File: src/rtl/sipo_rx_pkg.sv
// Shared types and line levels for the serial frame receiver.
// The PARITY state is only reached in builds with SIPO_PARITY_EN defined.
package sipo_rx_pkg;

  typedef enum logic [1:0] {
    IDLE   = 2'd0,
    DATA   = 2'd1,
    PARITY = 2'd2,
    STOP   = 2'd3
  } sipo_state_t;

  localparam logic LINE_IDLE  = 1'b1;
  localparam logic LINE_START = 1'b0;
  localparam logic LINE_STOP  = 1'b1;

endpackage

File: src/rtl/sipo_shift_core.sv
// LSB-first shift register: each shift moves the word right and inserts the
// new bit at the MSB, so the first bit received ends up in bit 0.
module sipo_shift_core #(
  parameter int DATA_W = 8
) (
  input  logic              clk,
  input  logic              clear,
  input  logic              shift_en,
  input  logic              serial_in,
  output logic [DATA_W-1:0] word
);

  always_ff @(posedge clk) begin
    if (clear) begin
      word <= '0;
    end else if (shift_en) begin
      word <= {serial_in, word[DATA_W-1:1]};
    end
  end

endmodule

File: src/rtl/sipo_frame_receiver.sv
// Serial frame receiver with a one-word valid/ready holding register.
// Define SIPO_PARITY_EN to add an even-parity bit and the parity_err port.
//
// state  | meaning
// IDLE   | line idle, waiting for a start bit
// DATA   | shifting in DATA_W data bits, LSB first
// PARITY | sampling the even-parity bit (SIPO_PARITY_EN only)
// STOP   | sampling the stop bit, then deliver or discard the word
module sipo_frame_receiver
  import sipo_rx_pkg::*;
#(
  parameter int DATA_W = 8
) (
  input  logic              clk,
  input  logic              rst,
  input  logic              serial_in,
  output logic [DATA_W-1:0] data_out,
  output logic              data_valid,
  input  logic              data_ready,
  output logic              busy,
  output logic              frame_err,
`ifdef SIPO_PARITY_EN
  output logic              parity_err,
`endif
  output logic              overrun
);

  localparam int CNT_W = (DATA_W > 2) ? $clog2(DATA_W) : 1;
  localparam logic [CNT_W-1:0] CNT_LAST = CNT_W'(DATA_W - 1);

  sipo_state_t       state, state_next;
  logic [CNT_W-1:0]  cnt, cnt_next;
  logic [DATA_W-1:0] word;
  logic              shift_en;
  logic              clear;
  logic              deliver;
  logic              stop_bad;
`ifdef SIPO_PARITY_EN
  logic              par_bad, par_bad_next;
  logic              par_fail;
`endif

  sipo_shift_core #(.DATA_W(DATA_W)) u_shift (
    .clk       (clk),
    .clear     (clear),
    .shift_en  (shift_en),
    .serial_in (serial_in),
    .word      (word)
  );

  always_ff @(posedge clk) begin
    if (!rst) begin
      state   <= IDLE;
      cnt     <= '0;
`ifdef SIPO_PARITY_EN
      par_bad <= 1'b0;
`endif
    end else begin
      state   <= state_next;
      cnt     <= cnt_next;
`ifdef SIPO_PARITY_EN
      par_bad <= par_bad_next;
`endif
    end
  end

  always_comb begin
    state_next   = state;
    cnt_next     = cnt;
    shift_en     = 1'b0;
    clear        = !rst;
    deliver      = 1'b0;
    stop_bad     = 1'b0;
`ifdef SIPO_PARITY_EN
    par_bad_next = par_bad;
    par_fail     = 1'b0;
`endif
    case (state)
      IDLE: begin
        if (serial_in == LINE_START) begin
          state_next   = DATA;
          cnt_next     = '0;
          clear        = 1'b1;
`ifdef SIPO_PARITY_EN
          par_bad_next = 1'b0;
`endif
        end
      end
      DATA: begin
        shift_en = 1'b1;
        // Counter holds at its terminal value; it is cleared by the next start bit.
        if (cnt == CNT_LAST) begin
`ifdef SIPO_PARITY_EN
          state_next = PARITY;
`else
          state_next = STOP;
`endif
        end else begin
          cnt_next = cnt + CNT_W'(1);
        end
      end
`ifdef SIPO_PARITY_EN
      PARITY: begin
        par_bad_next = serial_in != (^word);
        state_next   = STOP;
      end
`endif
      STOP: begin
        state_next = IDLE;
        if (serial_in != LINE_STOP) begin
          stop_bad = 1'b1;
`ifdef SIPO_PARITY_EN
        end else if (par_bad) begin
          par_fail = 1'b1;
`endif
        end else begin
          deliver = 1'b1;
        end
      end
      default: state_next = IDLE;
    endcase
  end

  always_ff @(posedge clk) begin
    if (!rst) begin
      data_out   <= '0;
      data_valid <= 1'b0;
      frame_err  <= 1'b0;
      overrun    <= 1'b0;
`ifdef SIPO_PARITY_EN
      parity_err <= 1'b0;
`endif
    end else begin
      frame_err <= stop_bad;
      overrun   <= deliver && data_valid && !data_ready;
`ifdef SIPO_PARITY_EN
      parity_err <= par_fail;
`endif
      // A word leaving on this edge frees the register for the incoming one.
      if (deliver && (!data_valid || data_ready)) begin
        data_out   <= word;
        data_valid <= 1'b1;
      end else if (data_valid && data_ready) begin
        data_valid <= 1'b0;
      end
    end
  end

  assign busy = (state != IDLE);

endmodule

File: config.mk
export PLATFORM = sky130hd
export DESIGN_NAME = sipo_frame_receiver
export DESIGN_NICKNAME = d
export VERILOG_FILES = /design/src/rtl/sipo_rx_pkg.sv /design/src/rtl/sipo_shift_core.sv /design/src/rtl/sipo_frame_receiver.sv
export SDC_FILE = /design/constraint.sdc
export NUM_CORES = 1
export LEC_CHECK = 0
export CORE_MARGIN = 2
export CORE_UTILIZATION = 45
export CTS_CLUSTER_SIZE = 28
export DETAILED_ROUTE_END_ITERATION = 10
export GPL_TIMING_DRIVEN = 0
export PLACE_DENSITY_LB_ADDON = 0.12
export SLEW_MARGIN = 20
export SYNTH_ARGS = -nofsm -noshare
export SYNTH_HDL_FRONTEND = slang
export SYNTH_SLANG_ARGS = --single-unit
File: constraint.sdc
create_clock -name clk -period 1.25 [get_ports clk]
set_input_delay 0.375 -clock clk [delete_from_list [all_inputs] [get_ports clk]]
set_output_delay 0.375 -clock clk [all_outputs]
set_load 0.03 [all_outputs]
==> qor.yml <==
hold_path:
  min_path_cells: 2
  hold_path_class: "reg -> reg"
synthesis:
  synth.ff_latch_count: 24
  syn_avg_cell_area_um2: 9.57
  syn_nets: 108
  synth_top_family_by_area: "simple AND/OR/NAND/NOR gates"
  synth_xor_area_share_pct: 0
  synth-simple-area-share_pct: 24.6
  synth_cell_type_count: 25
  synth_compound_area_share_pct: 12.1
  synth_mux_area_share_pct: 8.21
  synthAdderAreaFrac_pct: 2.56
  synthCells: 102
  synth_area_um2: 976
  yosysWarningCount: 0
  ys_seq_area_share_pct: 49.2
worst_setup_path:
  cp_slowest_cell: "dfxtp_4"
  worst_ep_arrival_time_ns: 1.05
  rr_worst_depth: 4
  worstSetupStartpointType: "flip-flop"
  worst_setup_path_end_kind: "output pin"
  required_ns: 0.88
  worstSetupPathType: "reg -> out"
  critPathMaxStageDelay_ns: 0.36
  cp_cell_sequence: "or2_4 -> buf_6"
  worst-path-max-fanout: 2
pwr:
  peakVddDrop_uv: 595
  swShare_pct: 23.5
  leakagePower_nw: 0.456
  p_int_uw: 958
  power_density_nw_per_um2: 1000
  power_switching_uw: 294
  p_seq_share_pct: 62.8
  p_comb_share_pct: 11.1
  clkPwrFrac_pct: 26.1
die:
  dieArea_um2: 2560
  die_w_um: 50.6
  io_pins: 16
  die_y_um: 50.6
  fp.coreArea_um2: 2000
  initial_utilization_pct: 48.8
  core.rowCount: 16
timing:
  setup_viol: 1
  slew_headroom_pct: 78.5
  fmax_mhz: 700
  worstMarginPinSlew_ns: 0.322
  finClkSkew_ns: 0.00766
  final.setup.worst_slack_ns: -0.179
  rsz0062_at_grt: "yes"
  period_share_pct: 114
  hold_viol: 0
  drv_slew: 0
  fin_crit_ns: 1.43
  tns_ns: -0.179
cts:
  clk_latency_ns: 0.31
  clockBufferDepth: 2
  root_buffer: "clkbuf_4"
  path_clk_slew_ns: 0.12
  cts_tree: "yes"
  ctsHoldBuffers: 0
  cts_made_buffers: 3
  clock-sinks: 24
  htreeDepth: 1
outcome:
  violations: "negative setup slack"
  status: "finished, violations left"
place:
  dp_hpwl_um: 1240
  dpl_worst_slack_ns: -0.513
  numPortBuffers: 15
  globalplace.congestion: 0.642
  dp_cells: 144
  placed_area_um2: 1160
grt:
  grt.total_usage_pct: 15.9
  grt_antenna_before_repair: 0
  grt_pass1_wl_um: 2990
  grt_pass1_vias: 669
  overflow: 0
  grt_max_degree: 13
final_layout:
  seqCellArea_um2: 492
  diodes: 0
  final_cells: 152
  layout-drive-gt1-share_pct: 35.2
  area_delta_synth_final_pct: 28.2
  final_core_util_pct: 62.5
  fillers: 175
  multi_input_comb_area_um2: 508
  design_area_um2: 1250
  fin_nets: 133
routing:
  via_per_inst: 4.85
  wirelength_um: 1760
  drt_iter0_drc: 7
  drc: 0
  dr.pass1.iters: 4
  ant_nets: 0
  vias: 737
  routedWlPerCell_um: 11.6
job:
  drv_cap: 0
-- synth_stat cells, drive strengths merged --
library cell	number	area, µm²
and4b	1	11.3
dfxtp	24	480
nor2	2	23.8
o221a	2	22.5
a31oi	1	6.26
nor2b	5	41.3
a211oi	1	12.5
o31ai	1	21.3
clkbuf	4	17.5
mux2i	8	80.1
nand2b	1	6.26
or2	1	6.26
nand2	34	128
and3	1	6.26
inv	1	3.75
nor3b	1	7.51
buf	1	11.3
a21oi	8	40.0
o21a	2	15.0
ha	2	25.0
nand3	1	10.0
-- cells in the final DEF, fill, tap and decap left out, drive strengths merged --
master,instances
ha,2
and3,1
nor2,2
o31ai,1
nand2b,1
nor3b,1
a21oi,8
a31oi,1
mux2i,8
nand2,34
dfxtp,24
clkbuf,7
a211oi,1
dlygate4sd2,1
or2,1
nand3,1
inv,1
clkdlybuf4s50,2
o21a,2
and4b,1
buf,18
nor2b,5
o221a,2
-- critical path, delay by kind of cell (launching register included) --
family | cells | cell delay, ns
and+or+nand+nor | 1 | 0.25
buffers and inverters | 1 | 0.14
DFF | 1 | 0.36
-- power by group through the flow --
stage	sequential, mW	combinational (mW)	clock [mW]
final	0.786	0.139	0.327
after global placement	0.807	0.102	0
after detailed placement	0.807	0.104	0
after CTS	0.782	0.119	0.345
after global routing	0.788	0.154	0.367
after floorplan	0.805	0.0697	0
-- layer usage --
metal | up-vias | share of wire (%) | track usage, %
li1 | 390 | - | -
met1 | 333 | 44 | 18.4
met2 | 10 | 50 | 27.2
met3 | 4 | 3.0 | 2.68
met4 | 0 | 2.7 | 9.46
met5 | - | 0 | 0
-- cell type report --
type | count | area share (%)
well taps | 27 | 2.70
flip-flops and latches | 24 | 39.3
repair buffers | 21 | 12.8
inverters | 1 | 0.300
multi-input cells | 72 | 40.6
plain buffers | 4 | 2.50
clock buffers | 3 | 1.80
-- worst paths after layout --
| check | start | end | slack, ns |
|---|---|---|---|
| min | data_out[4]$_SDFFE_PN0P_ | data_out[4]$_SDFFE_PN0P_ | 0.46 |
| max | state[1]$_SDFFE_PN0P_ | busy | -0.18 |
| min reg2reg | data_out[4]$_SDFFE_PN0P_ | data_out[4]$_SDFFE_PN0P_ | 0.46 |
| max reg2reg | cnt[1]$_SDFFE_PN0P_ | cnt[1]$_SDFFE_PN0P_ | 0.03 |
-- state kept, by name, summed over array words and instances, names as in the netlist --
register	count
cnt	3
data_valid	1
data_out	8
overrun	1
state	2
u_shift.word	8
frame_err	1
-- cells by family (layout without fill, tap and decap cells) --
logic type | Yosys count | in the layout
adder cells (fa/ha/maj) | 2 | 2
flip-flops | 24 | 24
multiplexers | 8 | 8
buffers and inverters | 6 | 29
AO/OA/AOI/OAI | 15 | 15
AND/OR/NAND/NOR | 47 | 47
-- what timing repair did --
item	in CTS	in global routing
setup buffers	3	3
resized for setup	74	22
endpoints found under the setup margin	28	17
gates cloned	0	0
pin swaps	3	5
-- metrics by stage --
stage / hold slack [ns] / total power [mW]
2_1_floorplan: 0.437 / 0.875
3_3_place_gp: 0.441 / 0.908
3_5_place_dp: 0.446 / 0.911
4_1_cts: 0.466 / 1.25
5_1_grt: 0.480 / 1.31
6_report: 0.464 / 1.25
Note: power is estimated with default switching activity, not from simulation.
